`src/rtl/run_ctrl.sv`:
```
// rtl/run_ctrl.sv - run-control front end: debounced continue button, halt/step FSM,
// halt cause and saturating halt count feeding the pipeline stop latch.
module run_ctrl #(
  parameter logic [19:0] DEB_CYCLES = 20'd500000,
  parameter int          CNT_W      = 16
) (
  input  logic             clk_i,
  input  logic             rst_ni,
  input  logic             btn_raw_i,
  input  logic             step_mode_i,
  input  logic             syscall_halt_i,
  input  logic             bp_en_i,
  input  logic [31:0]      bp_addr_i,
  input  logic [31:0]      pc_i,
  input  logic             stopped_i,
  output logic             stop_g_o,
  output logic             continue_o,
  output logic [1:0]       cause_o,
  output logic [CNT_W-1:0] halt_cnt_o
);

  typedef enum logic [1:0] {
    S_RUN    = 2'd0,
    S_HALT   = 2'd1,
    S_RESUME = 2'd2,
    S_STEP   = 2'd3
  } state_t;

  localparam logic [1:0] CAUSE_SYSCALL = 2'b01;
  localparam logic [1:0] CAUSE_BP      = 2'b10;
  localparam logic [1:0] CAUSE_STEP    = 2'b11;

  logic             sync1_q, sync2_q;
  logic             deb_q, press_q;
  logic [19:0]      deb_cnt_q;

  state_t           state_q;
  logic             stop_g_q, continue_q;
  logic [1:0]       cause_q;
  logic [CNT_W-1:0] halt_cnt_q, halt_cnt_d;
  logic             bp_armed_q, bp_halt_q;
  logic             bp_hit, halt_ev;

  // Synchronizer plus stability counter; press_q marks the accepted 0->1 edge.
  always_ff @(posedge clk_i or negedge rst_ni) begin
    if (!rst_ni) begin
      sync1_q   <= 1'b0;
      sync2_q   <= 1'b0;
      deb_q     <= 1'b0;
      deb_cnt_q <= '0;
      press_q   <= 1'b0;
    end else begin
      sync1_q <= btn_raw_i;
      sync2_q <= sync1_q;
      press_q <= 1'b0;
      if (sync2_q == deb_q) begin
        deb_cnt_q <= '0;
      end else if (deb_cnt_q == DEB_CYCLES - 20'd1) begin
        deb_cnt_q <= '0;
        deb_q     <= sync2_q;
        press_q   <= sync2_q;
      end else begin
        deb_cnt_q <= deb_cnt_q + 20'd1;
      end
    end
  end

  always_comb begin
    halt_cnt_d = (&halt_cnt_q) ? halt_cnt_q : halt_cnt_q + CNT_W'(1);
    bp_hit     = bp_en_i & bp_armed_q & (pc_i == bp_addr_i);
    halt_ev    = syscall_halt_i | bp_hit;
  end

  always_ff @(posedge clk_i or negedge rst_ni) begin
    if (!rst_ni) begin
      state_q    <= S_RUN;
      stop_g_q   <= 1'b0;
      continue_q <= 1'b0;
      cause_q    <= 2'b00;
      halt_cnt_q <= '0;
      bp_armed_q <= 1'b1;
      bp_halt_q  <= 1'b0;
    end else begin
      stop_g_q   <= 1'b0;
      continue_q <= 1'b0;
      if (pc_i != bp_addr_i) bp_armed_q <= 1'b1;
      case (state_q)
        S_RUN: begin
          if (halt_ev && !stopped_i) begin
            stop_g_q   <= 1'b1;
            cause_q    <= syscall_halt_i ? CAUSE_SYSCALL : CAUSE_BP;
            halt_cnt_q <= halt_cnt_d;
            bp_halt_q  <= ~syscall_halt_i;
            state_q    <= S_HALT;
          end
        end
        S_HALT: begin
          if (press_q) begin
            continue_q <= 1'b1;
            state_q    <= S_RESUME;
          end
        end
        S_RESUME: begin
          // Disarm so resuming at the breakpoint PC does not immediately re-halt.
          if (bp_halt_q) bp_armed_q <= 1'b0;
          if (step_mode_i) begin
            stop_g_q   <= 1'b1;
            cause_q    <= CAUSE_STEP;
            halt_cnt_q <= halt_cnt_d;
            bp_halt_q  <= 1'b0;
            state_q    <= S_STEP;
          end else begin
            state_q <= S_RUN;
          end
        end
        S_STEP: state_q <= S_HALT;
        default: state_q <= S_RUN;
      endcase
    end
  end

  assign stop_g_o   = stop_g_q;
  assign continue_o = continue_q;
  assign cause_o    = cause_q;
  assign halt_cnt_o = halt_cnt_q;

endmodule

```
`config.mk`:
```
export PLATFORM = sky130hd
export DESIGN_NAME = run_ctrl
export DESIGN_NICKNAME = d
export VERILOG_FILES = /design/src/rtl/run_ctrl.sv
export SDC_FILE = /design/constraint.sdc
export NUM_CORES = 1
export LEC_CHECK = 0
export CAP_MARGIN = 20
export CORE_ASPECT_RATIO = 0.75
export CORE_MARGIN = 5
export CORE_UTILIZATION = 43
export CTS_BUF_LIST = sky130_fd_sc_hd__clkbuf_8
export CTS_CLUSTER_SIZE = 12
export DETAILED_ROUTE_END_ITERATION = 16
export PLACE_DENSITY = 0.79
export SLEW_MARGIN = 20
export SYNTH_ARGS = -nofsm -noshare
export SYNTH_HDL_FRONTEND = slang
export SYNTH_SLANG_ARGS = --single-unit
export TNS_END_PERCENT = 50
```
`constraint.sdc`:
```
create_clock -name clk_i -period 2.1 [get_ports clk_i]
set_clock_uncertainty 0.1 [all_clocks]
set_input_delay 0.21 -clock clk_i [delete_from_list [all_inputs] [get_ports clk_i]]
set_output_delay 0.21 -clock clk_i [all_outputs]
set_load 0.1 [all_outputs]
```
==> results of run 1 <==
-- metrics by stage --
stage / instance area (um^2) / setup TNS (ns)
6_report: 4110 / 0
5_1_grt: 4110 / -0.0255
4_1_cts: 4030 / 0
3_5_place_dp: 3890 / -3.78
3_3_place_gp: 3890 / -3.58
2_1_floorplan: 2780 / -0.0855
-- sequential cells by signal (all words and copies together), names as in the netlist --
register / flops
bp_armed_q: 1
bp_halt_q: 1
cause_o: 2
continue_o: 1
deb_cnt_q: 20
deb_q: 1
halt_cnt_o: 16
press_q: 1
state_q: 2
stop_g_o: 1
sync1_q: 1
sync2_q: 1
-- synth_stat cells (all sizes together), types with 5 or more instances --
cell type,number
and2,6
nand2,14
nor4,8
dfrtp,47
ha,5
nand3,18
xor2,44
xnor2,22
nand4,10
nor2,23
and3,13
inv,5
nor3,5
-- worst max-delay path, delay by kind of cell, from the launching register on --
kind	cells	cell delay (ns)
compound gates	1	0.26
xor+xnor	1	0.15
buf+inv	1	0.18
flops	1	0.50
simple gates	4	0.70
-- cell type report --
| class | count | share of cell area, % |
|---|---|---|
| flip-flops and latches | 48 | 29.9 |
| repair buffers | 116 | 26.9 |
| multi-input cells | 201 | 37.6 |
| well taps | 81 | 2.47 |
| inverters | 5 | 0.457 |
| clock inverters | 3 | 0.944 |
| clock buffers | 5 | 1.67 |
-- path summary, 6_finish.rpt --
path                                           start                         to  depth (start not counted)
min                                        btn_raw_i          sync1_q$_DFF_PN0_                          1
min reg2reg                        sync1_q$_DFF_PN0_          sync2_q$_DFF_PN0_                          0
max in group asynchronous                     rst_ni       bp_armed_q$_DFF_PN1_                          3
max reg2reg                halt_cnt_o[8]$_DFFE_PN0P_  halt_cnt_o[6]$_DFFE_PN0P_                          7
max                        halt_cnt_o[8]$_DFFE_PN0P_  halt_cnt_o[6]$_DFFE_PN0P_                          7
min in group asynchronous                     rst_ni    deb_cnt_q[17]$_DFF_PN0_                          2
-- report_power, final --
part	internal, mW	switching (mW)	leakage (nW)
clock network	0.349	0.311	0.0593
registers	0.930	0.00469	0.628
logic	0.158	0.0939	1.18
-- routing by layer --
layer  global-route usage [%]  vias to the layer above
met4                     5.50                        0
li1                         -                     1132
met1                     22.6                     1086
met2                     28.6                       37
met3                     3.25                       11
met5                        0                        -
-- kinds of logic after synthesis --
group                      share of synthesized area [%]
adders and majority gates                           2.28
AOI/OAI and AO/OA                                   4.29
xor gates and xnor gates                            21.1
DFF                                                 43.9
muxes                                               1.60
and+or+nand+nor                                     24.9
buffers and inverters                               1.92
-- repair_timing --
action | in CTS | in global routing
setup endpoints to repair | 12 | 18
gates resized for setup | 2 | 19
pin swaps | 0 | 18
hold buffers | 1 | 0
hold endpoints to repair | 22 | 0
buffers inserted | 1 | 2
==> impl_metrics.yaml, run 1 <==
status:
  status: "completed"
floorplan:
  die_h_um: 79.1
  coreArea_mm2: 0.00626
  die_width_um: 102
  rows: 25
  die-area_mm2: 0.00809
  ios: 91
  initial_utilization_pct: 43.8
finish:
  layout.cells.non_filler: 459
  utilization_pct: 65.7
  layout_common_cells: "clkdlybuf4s50_1 (61), xor2_1 (44), buf_4 (41)"
  final-seq-area_mm2: 0.00123
  final_common_cell: "clkdlybuf4s50_1"
  num_antenna_cells: 0
  fillers: 513
  area_delta_synth_final_pct: 50.0
  nets: 453
  multi_input_area_mm2: 0.00155
  drive_above_1_share_pct: 24.3
synthesis:
  ys_dominant_reg_cell: "dfrtp_1"
  synth-edff-count: 0
  yosysTopAreaCell: "dfrtp_1"
  synth.ff_latch_count: 48
  synth_area_mm2: 0.00274
  synthArstFlopShare_pct: 100
  yosys.cell_types.count: 43
  ys_seq_area_share_pct: 43.9
  yosysTopAreaCellShare_pct: 42.9
  synth_fp_nets: 334
  syn-instance-count: 258
  synth_area_leaders: "dfrtp_1 (43%), xor2_1 (14%), xnor2_1 (7.0%)"
  synth.avg_cell_area_um2: 10.6
  ys_warn_count: 0
worst_setup_path:
  critPathLaunchType: "flop"
  critPathRequiredTime_ns: 2.20
  cpMostUsedCell: "and3_4"
  slowest_stage: "dfrtp_4"
  crit_chain: "and3_4 -> and4_4 -> and3_4 -> a41oi_4 -> buf_4 -> nand4_1 -> xnor2_1"
  crit_arrival_ns: 2.10
  rrSetupSlack_ns: 0.09
  criticalPathCategory: "reg2reg"
  critPathMaxFanout: 7
  cpPeakStageDelay_ns: 0.50
  crit_path_end_kind: "flop"
power_and_ir_drop:
  power_mw: 1.85
  power.leakage_nw: 1.86
  pwr_density_cell_mw_per_mm2: 449
  ir_drop_uv: 343
global_route:
  grt_use_total_pct: 17.2
  grt_pass1_wl_um: 10900
  grt_pass1_vias: 2225
  grt_max_degree: 25
  grt_antenna_before_repair: 0
  grt_overflow_total: 0
sta:
  fmax_ghz: 0.498
  finalMaxSlewViolations: 0
  min_period_over_period_pct: 95.6
  worst_pin_slew_ns: 0.540
  whs_ns: 0.239
  fin_crit_ns: 2.01
  maxSlewHeadroom_pct: 64.0
  setup_viol: 0
  hold_viol: 0
  setup_slack_ns: 0.0926
detailed_routing:
  viasPerCell: 4.94
  wl_met3_um: 232
  wl_um: 6740
  routed.top_layer: "met4"
  wire_per_inst_um: 14.7
  drcViolationCount: 0
  wl_met1_um: 2960
  first_iter_violations: 74
  wl_met2_um: 3430
  firstDrtPassIters: 4
  vias: 2266
  ant_nets: 0
clock_network:
  cts.sinks: 48
  numCtsBuffers: 5
  cts_tree: "done"
  clockBufferDepth: 2
  cts_htree_levels: 2
  clk_pin_slew_worst_paths_ns: 0.09
  clk_latency_ns: 0.30
  root_buffer: "clkbuf_8"
worst_hold_path:
  hold_class: "in2reg"
placed_design:
  pre_cts_ws_ns: -0.258
  gp_congestion: 0.926
  io_buffers: 90
  dp.cells: 447
  dp_hpwl_um: 5440
run:
  cap_violations: 0
No activity file was read; power rests on OpenSTA's default activity.
==> run 2, diff against run 1 <==
--- a/config.mk
+++ b/config.mk
@@ -17,4 +17,4 @@
 export SYNTH_ARGS = -nofsm -noshare
 export SYNTH_HDL_FRONTEND = slang
 export SYNTH_SLANG_ARGS = --single-unit
-export TNS_END_PERCENT = 50
+export TNS_END_PERCENT = 100
==> results of run 2 <==
Final layout, timing and power as in run 1 (identical DEF).
